==> src/rtl/jk_cmd_sequencer.sv <==
// rtl/jk_cmd_sequencer.sv - buffered J/K command issuer with idle gap and shadow q model
`timescale 1ns/1ps
module jk_cmd_sequencer #(
    parameter int DEPTH = 4,
    parameter int GAP_W = 4
) (
    input  logic                         clk,
    input  logic                         reset,
    input  logic                         cmd_valid,
    output logic                         cmd_ready,
    input  logic [1:0]                   cmd_op,
    input  logic [GAP_W-1:0]             cfg_gap,
    output logic                         j,
    output logic                         k,
    output logic                         issue,
    output logic                         q_model,
    output logic [$clog2(DEPTH+1)-1:0]   count,
    output logic                         busy
);

    localparam int PTR_W = $clog2(DEPTH);
    localparam int CNT_W = $clog2(DEPTH + 1);

    typedef enum logic [1:0] {
        IDLE  = 2'd0,
        ISSUE = 2'd1,
        GAP   = 2'd2
    } state_t;

    state_t             state;
    state_t             state_nxt;
    logic [1:0]         fifo_mem [DEPTH];
    logic [PTR_W-1:0]   wr_ptr;
    logic [PTR_W-1:0]   rd_ptr;
    logic [GAP_W-1:0]   gap_cnt;
    logic               push;
    logic               pop;
    logic               fifo_nonempty;
    logic               gap_last;
    logic               gap_zero;

    // Ready depends only on occupancy, so a full FIFO refuses a push even when popping.
    assign cmd_ready     = (count != CNT_W'(DEPTH));
    assign push          = cmd_valid && cmd_ready;
    assign fifo_nonempty = (count != '0);
    assign gap_last      = (gap_cnt == GAP_W'(1));
    assign gap_zero      = (cfg_gap == '0);
    assign busy          = (state != IDLE) || fifo_nonempty;

    // State register
    always_ff @(posedge clk or posedge reset) begin
        if (reset) begin
            state <= IDLE;
        end else begin
            state <= state_nxt;
        end
    end

    // Next-state logic
    always_comb begin
        state_nxt = state;
        case (state)
            IDLE: begin
                if (fifo_nonempty) state_nxt = ISSUE;
            end
            ISSUE: begin
                if (!gap_zero)          state_nxt = GAP;
                else if (fifo_nonempty) state_nxt = ISSUE;
                else                    state_nxt = IDLE;
            end
            GAP: begin
                if (gap_last) state_nxt = fifo_nonempty ? ISSUE : IDLE;
            end
            default: state_nxt = IDLE;
        endcase
    end

    // Pop decision: every transition into ISSUE consumes exactly one FIFO entry
    always_comb begin
        pop = 1'b0;
        case (state)
            IDLE:    pop = fifo_nonempty;
            ISSUE:   pop = gap_zero && fifo_nonempty;
            GAP:     pop = gap_last && fifo_nonempty;
            default: pop = 1'b0;
        endcase
    end

    // Gap counter: loaded from cfg_gap only while issuing, counted down during GAP
    always_ff @(posedge clk or posedge reset) begin
        if (reset) begin
            gap_cnt <= '0;
        end else if (state == ISSUE) begin
            gap_cnt <= cfg_gap;
        end else if (state == GAP) begin
            gap_cnt <= gap_cnt - GAP_W'(1);
        end
    end

    // FIFO storage; contents need no reset since occupancy governs validity
    always_ff @(posedge clk) begin
        if (push) begin
            fifo_mem[wr_ptr] <= cmd_op;
        end
    end

    // FIFO pointers and occupancy
    always_ff @(posedge clk or posedge reset) begin
        if (reset) begin
            wr_ptr <= '0;
            rd_ptr <= '0;
            count  <= '0;
        end else begin
            if (push) wr_ptr <= wr_ptr + PTR_W'(1);
            if (pop)  rd_ptr <= rd_ptr + PTR_W'(1);
            if (push && !pop)      count <= count + CNT_W'(1);
            else if (!push && pop) count <= count - CNT_W'(1);
        end
    end

    // Registered J/K drive: a single-cycle pulse per popped command
    always_ff @(posedge clk or posedge reset) begin
        if (reset) begin
            j     <= 1'b0;
            k     <= 1'b0;
            issue <= 1'b0;
        end else if (pop) begin
            j     <= fifo_mem[rd_ptr][1];
            k     <= fifo_mem[rd_ptr][0];
            issue <= 1'b1;
        end else begin
            j     <= 1'b0;
            k     <= 1'b0;
            issue <= 1'b0;
        end
    end

    // Shadow q: applies the J/K pair at the edge the downstream flop samples it
    always_ff @(posedge clk or posedge reset) begin
        if (reset) begin
            q_model <= 1'b0;
        end else if (issue) begin
            case ({j, k})
                2'b01:   q_model <= 1'b0;
                2'b10:   q_model <= 1'b1;
                2'b11:   q_model <= ~q_model;
                default: q_model <= q_model;
            endcase
        end
    end

endmodule

==> config.mk <==
export PLATFORM = sky130hd
export DESIGN_NAME = jk_cmd_sequencer
export DESIGN_NICKNAME = d
export VERILOG_FILES = /design/src/rtl/jk_cmd_sequencer.sv
export SDC_FILE = /design/constraint.sdc
export NUM_CORES = 1
export LEC_CHECK = 0
export ABC_AREA = 1
export ABC_CLOCK_PERIOD_IN_PS = 2200
export BUFFER_PORTS_ARGS = -buffer_cell sky130_fd_sc_hd__buf_2
export CAP_MARGIN = 10
export CORE_ASPECT_RATIO = 1.5
export CORE_MARGIN = 4
export CORE_UTILIZATION = 50
export CTS_CLUSTER_DIAMETER = 60
export CTS_CLUSTER_SIZE = 25
export DETAILED_ROUTE_END_ITERATION = 7
export PLACE_DENSITY_LB_ADDON = 0.05
export RECOVER_POWER = 25
export SYNTH_ARGS = -nofsm -noshare
export SYNTH_HDL_FRONTEND = slang
export SYNTH_SLANG_ARGS = --single-unit
==> constraint.sdc <==
create_clock -name clk -period 2.2 [get_ports clk]
set_clock_uncertainty 0.1 [all_clocks]
set_input_delay 0.22 -clock clk [delete_from_list [all_inputs] [get_ports clk]]
set_output_delay 0.22 -clock clk [all_outputs]
set_load 0.05 [all_outputs]
; After elaboration in Yosys (flattened, before gate mapping)
; Memory sizes are Yosys's and may differ from the RTL's.
; Index checks and enable logic that the tools add are counted.
[word_totals]
input_bits = 9
register_bits = 17
ram_bits = 8
memories = 1
[op_classes]
bitwise_logic = 1
mux = 16
addsub = 5
reduce_logical = 17
eq_ne = 9
[mem_list]
columns = memory, words, word_bits, rd, rd_ports_with_merged_regs, write_ports, line_no
row1 = fifo_mem, 4, 2, 1, 0, 1, 32  ; logic [1:0] fifo_mem [DEPTH];
[ops]
columns = operator, count
row1 = 4-bit two-way mux, 2
row2 = "2-bit equality test, second input constant", 3
row3 = 1-bit two-way mux, 6
row4 = 2-bit two-way mux, 3
row5 = 3-bit two-way mux, 2
row6 = 1-bit case mux with 3 select lines, 2
row7 = 2-bit case mux with 3 select lines, 1
row8 = 2-bit nonzero test, 3
row9 = 3-bit nonzero test, 2
row10 = 1-bit logical AND, 5
row11 = "2-bit by 1-bit adder with 2-bit output, second input constant", 2
row12 = "2-bit by 1-bit equality test with 1-bit output, second input constant", 2
row13 = "4-bit by 1-bit equality test with 1-bit output, second input constant", 1
row14 = 4-bit logical NOT, 1
row15 = "2-bit inequality test, second input constant", 2
row16 = 2-bit AND reduction, 2
row17 = "4-bit by 1-bit subtractor with 4-bit output, second input constant", 1
row18 = "3-bit by 1-bit adder with 3-bit output, second input constant", 1
row19 = "3-bit inequality test, second input constant", 1
row20 = "3-bit by 1-bit subtractor with 3-bit output, second input constant", 1
row21 = 1-bit logical NOT, 2
row22 = 2-bit logical NOT, 1
row23 = 1-bit logical OR, 1
row24 = 1-bit inverter, 1

; Longest topological paths before layout
[depth]
word_depth = 6
ltp_mapped = 14
ltp_nobuf = 14

; Least setup slack after synthesis
; OpenSTA, ideal clock, no wires.
[synth_timing]
path_kind = reg2reg
startpoint = register count[0]
endpoint = register count[2]
t_arrival_ns = 2.573
setup_ns = 0.131
stages_incl_launch_ff = 11
path_slack_ns = -0.604
cell_sequence = dfrtp_1 > inv_1 > nand3_1 > nand2_1 > inv_1 > ha_1 > inv_1 > fa_1 > a21oi_1 > o21ai_0 > xor2_1
[synth_lines]
columns = element, line_no
row1 = "start, declared", 17  ; output logic [$clog2(DEPTH+1)-1:0] count,
row2 = "start signal, assigned", 116  ; if (push && !pop) count <= count + CNT_W'(1);
row3 = "start signal, assigned", 117  ; else if (!push && pop) count <= count - CNT_W'(1);
row4 = 3-bit inequality test (*), 43  ; assign cmd_ready = (count != CNT_W'(DEPTH));
row5 = net cmd_ready, 10  ; output logic cmd_ready,
row6 = 1-bit logical AND (*), 44  ; assign push = cmd_valid && cmd_ready;
row7 = net push, 36  ; logic push;
row8 = 1-bit logical NOT, 117
row9 = 1-bit logical AND, 117
row10 = 2-bit nonzero test (no line), n/a
; The timed path passes the listed nets; every way through them passes the cells marked *. The select of a mux whose other input is x is not followed.
; A chain may end at the register's enable or synchronous reset.

; Worst setup path in the final report
[layout_timing]
startpoint = register state[0]
endpoint = register count[2]
[layout_via]
elab_chain_len = 5
[layout_rtl]
columns = element, line_no
row1 = "start, declared", 30  ; state_t state;
row2 = "start signal, assigned", 55  ; state <= state_nxt;
row3 = 2-bit equality test (tied with other cells), 81  ; case (state)
row4 = 1-bit case mux with 3 select lines (*), 81
row5 = 1-bit logical NOT, 116
row6 = 1-bit logical AND, 116
row7 = 3-bit two-way mux or 2-bit nonzero test (tied branches), n/a
; Every way passes the cells marked *; elsewhere a longest branch is shown, timed or not.

==> results_dict.tcl <==
set metrics [dict create \
    fin_area_sq_mm 0.001594 \
    async_reset_ff_share_pct 68.00 \
    sequentialPowerShare_pct 33.7 \
    die_x_microns 50.09 \
    clk_pin_slew_worst_paths_ps 140 \
    synth.largest_area_cell "dfrtp_1" \
    syn_to_final_growth_pct 19.96 \
    synthesis.area_sq_mm 0.001329 \
    syn_area_per_cell_sq_um 9.228 \
    root_buffer "clkbuf_4" \
    die_area_sq_mm 0.003563 \
    p_comb_share_pct 58.1 \
    rsz0062_at_grt "true" \
    slowest_stage "dfrtp_1" \
    synthDistinctLibCells 21 \
    power_density_mw_per_mm2 1561 \
    synth_top_cells_by_count "inv_1, dfrtp_1, nand2_1, o21ai_0, nor2_1" \
    worst_pin_slew_ps 665.6 \
    cts_max_level 1 \
    required_ps 2320 \
    fp.coreArea_sq_mm 0.002505 \
    p_clk_share_pct 8.3 \
    crit_family "adder cells" \
    cap_violations 0 \
    power_uw 2488 \
    cts_buffers 3 \
    clk_path_buf_depth 2 \
    fin_crit_sh_pct 95.58 \
    worst_skew_pair.late_latency_ps 320 \
    critPathBufInv 3 \
    post_drt_wl_per_cell_microns 11.72 \
    num_vias 1015 \
    grt_pass1_wl_microns 4381 \
    critical_path_class "flop to flop" \
    drive_gt1_share_pct 26.16 \
    synth_edf_count 8 \
    drc 0 \
    routed_wl_microns 2438 \
    switching_power_uw 1213 \
    hold_viol_final 0 \
    synthTopCellsByArea "dfrtp_1, edfxtp_1, ha_1" \
    final_max_slew_viol_count 0 \
    path_cells "inv_2, ha_4, inv_1, nand3_1, nand2_1, nand3_2, nand2_4, nand2_4, ha_1, inv_1, fa_2, a21oi_1, o21ai_1, xor2_1" \
    clock-sinks 25 \
    gp_congestion 0.7287 \
    std_cell_rows 22 \
    multi_input_area_sq_um 603.1 \
    grt_pass1_vias 1022 \
    fmax_mhz 475.6 \
    setup_viol 0 \
    slowest_delay_ps 410 \
    status "complete, no violations" \
    post-route-min-period_ps 2103 \
    overflow 0 \
    worst_ir_drop_vdd_v 0.0009560 \
    synth_cells 144 \
    yosys_warnings 0 \
    crit_fanout 4 \
    startpoint_type "flop" \
    initial_core_util_pct 53.05 \
    relSlewSlack_pct 55.58 \
    synth.net_count 165 \
    worstHoldPathType "input port to flop" \
    dp_hpwl_microns 1871 \
    ys_seq_area_share_pct 50.09 \
    antenna_cells 0 \
    finalNetCount 194 \
    ant_nets 0 \
    tritoncts "yes" \
    hold_ws_ps 79.88 \
    fin_setup_tns_ps 0 \
    dr.first_iter.drc_count 16 \
    seq_area_sq_um 670.6 \
    postCtsSetupBuffers 0 \
    ys_ff_latch 25 \
    p_sw_share_pct 48.75 \
    nFillCells 226 \
    endpoint_kind "flop" \
    synth.most_common_cell "inv_1" \
    yosys.area.top_type_share_pct 32.02 \
    crit_arrival_ps 2220 \
    via_per_inst 4.880 \
    grt_max_degree 18 \
    dominantRegCellSynth "dfrtp_1" \
    leakagePower_uw 0.0007377 \
    first_pass_iters 5 \
    io_pins 18 \
    fp.dieH_microns 71.14 \
    track_usage_pct 15.74 \
    portBuffers 17 \
    internal_power_uw 1275 \
    antenna_found_initial 0 \
    placed_cell_area_sq_mm 0.001515 \
]
## repair_timing
action	CTS	global route
resized for setup	3	7
hold buffers	1	1
pin swaps	0	2
gates cloned	0	0
setup endpoints to repair	1	2
hold endpoints to repair	17	4
## state kept, by name, summed over array words and instances, names as in the netlist, 2 cells and up
signal,cells
gap_cnt,4
wr_ptr,2
fifo_mem,8
count,3
state,2
rd_ptr,2
## routing by layer
metal | share of wire, % | vias up | track usage [%]
met3 | 3.6 | 8 | 2.737
li1 | - | 523 | -
met4 | 2.9 | 0 | 6.462
met2 | 53 | 23 | 28.78
met5 | 0 | - | 0
met1 | 41 | 461 | 17.43
## path summary, 6_finish.rpt
kind                                               end  depth (start not counted)  slack (ps)            startpoint
worst min-delay path            gap_cnt[0]$_DFFE_PP0N_                          3          80            cfg_gap[0]
min in group asynchronous        wr_ptr[1]$_DFFE_PP0P_                          3         420                 reset
worst max-delay path              count[2]$_DFFE_PP0P_                         14         100  state[0]$_DFFE_PP0P_
max in group asynchronous         count[0]$_DFFE_PP0P_                          3        1120                 reset
worst max register to register    count[2]$_DFFE_PP0P_                         14         100  state[0]$_DFFE_PP0P_
worst min register to register     q_model$_DFFE_PP0P_                          1         370           k$_DFF_PP0_
## metrics by stage
step | setup WS (ps) | utilization, % | cells
6_report | 97.19 | 63.64 | 208
4_1_cts | 19.90 | 62.19 | 207
3_5_place_dp | -14.28 | 60.49 | 202
3_3_place_gp | 35.47 | 60.49 | 202
5_1_grt | -11.85 | 63.64 | 208
2_1_floorplan | 9.449 | - | 144
## tightest hold or removal path: stages
cell      delay [ps]
buf_2             90
o211ai_1          90
o21ai_0           70
## power by group through the flow
stage	Sequential [uW]	Combinational, uW	Clock, uW
global placement	830	1360	0
floorplan	1020	836	0
CTS	831	1410	216
detailed placement	840	1390	0
global route	870	1640	241
finish	837	1450	206
## cell usage in the layout, fill, tap and decap left out, types with 2 or more instances in the layout
cell	synthesis	layout
edfxtp_1	8	8
dfrtp_1	17	13
o21ai_1	1	2
nand3_1	8	7
ha_4	0	2
ha_1	11	8
nor2_2	2	2
o21ai_0	17	16
buf_4	0	5
inv_1	28	23
inv_2	0	5
nand2_4	2	2
a21oi_1	7	7
dlygate4sd3_1	0	2
buf_2	0	15
nand2_1	17	16
dfrtp_2	0	4
clkbuf_1	0	2
xor2_1	2	2
o22ai_1	2	2
nor2_1	15	15
clkbuf_4	0	3
## kinds of logic after synthesis
group	Yosys count	share of synthesized area [%]
buf+inv	28	7.910
compound gates	29	11.39
simple gates	47	16.76
xor+xnor	3	1.978
fa+ha+maj	12	11.86
flops	25	50.09
## layout make-up
class	instances	area share [%]
well taps	36	2.826
clock buffers	3	1.413
inverters	28	6.593
flip-flops and latches	25	42.07
multi-input cells	91	37.83
clock inverters	1	0.4710
repair buffers	24	8.791
(Power assumes the default switching activity.)
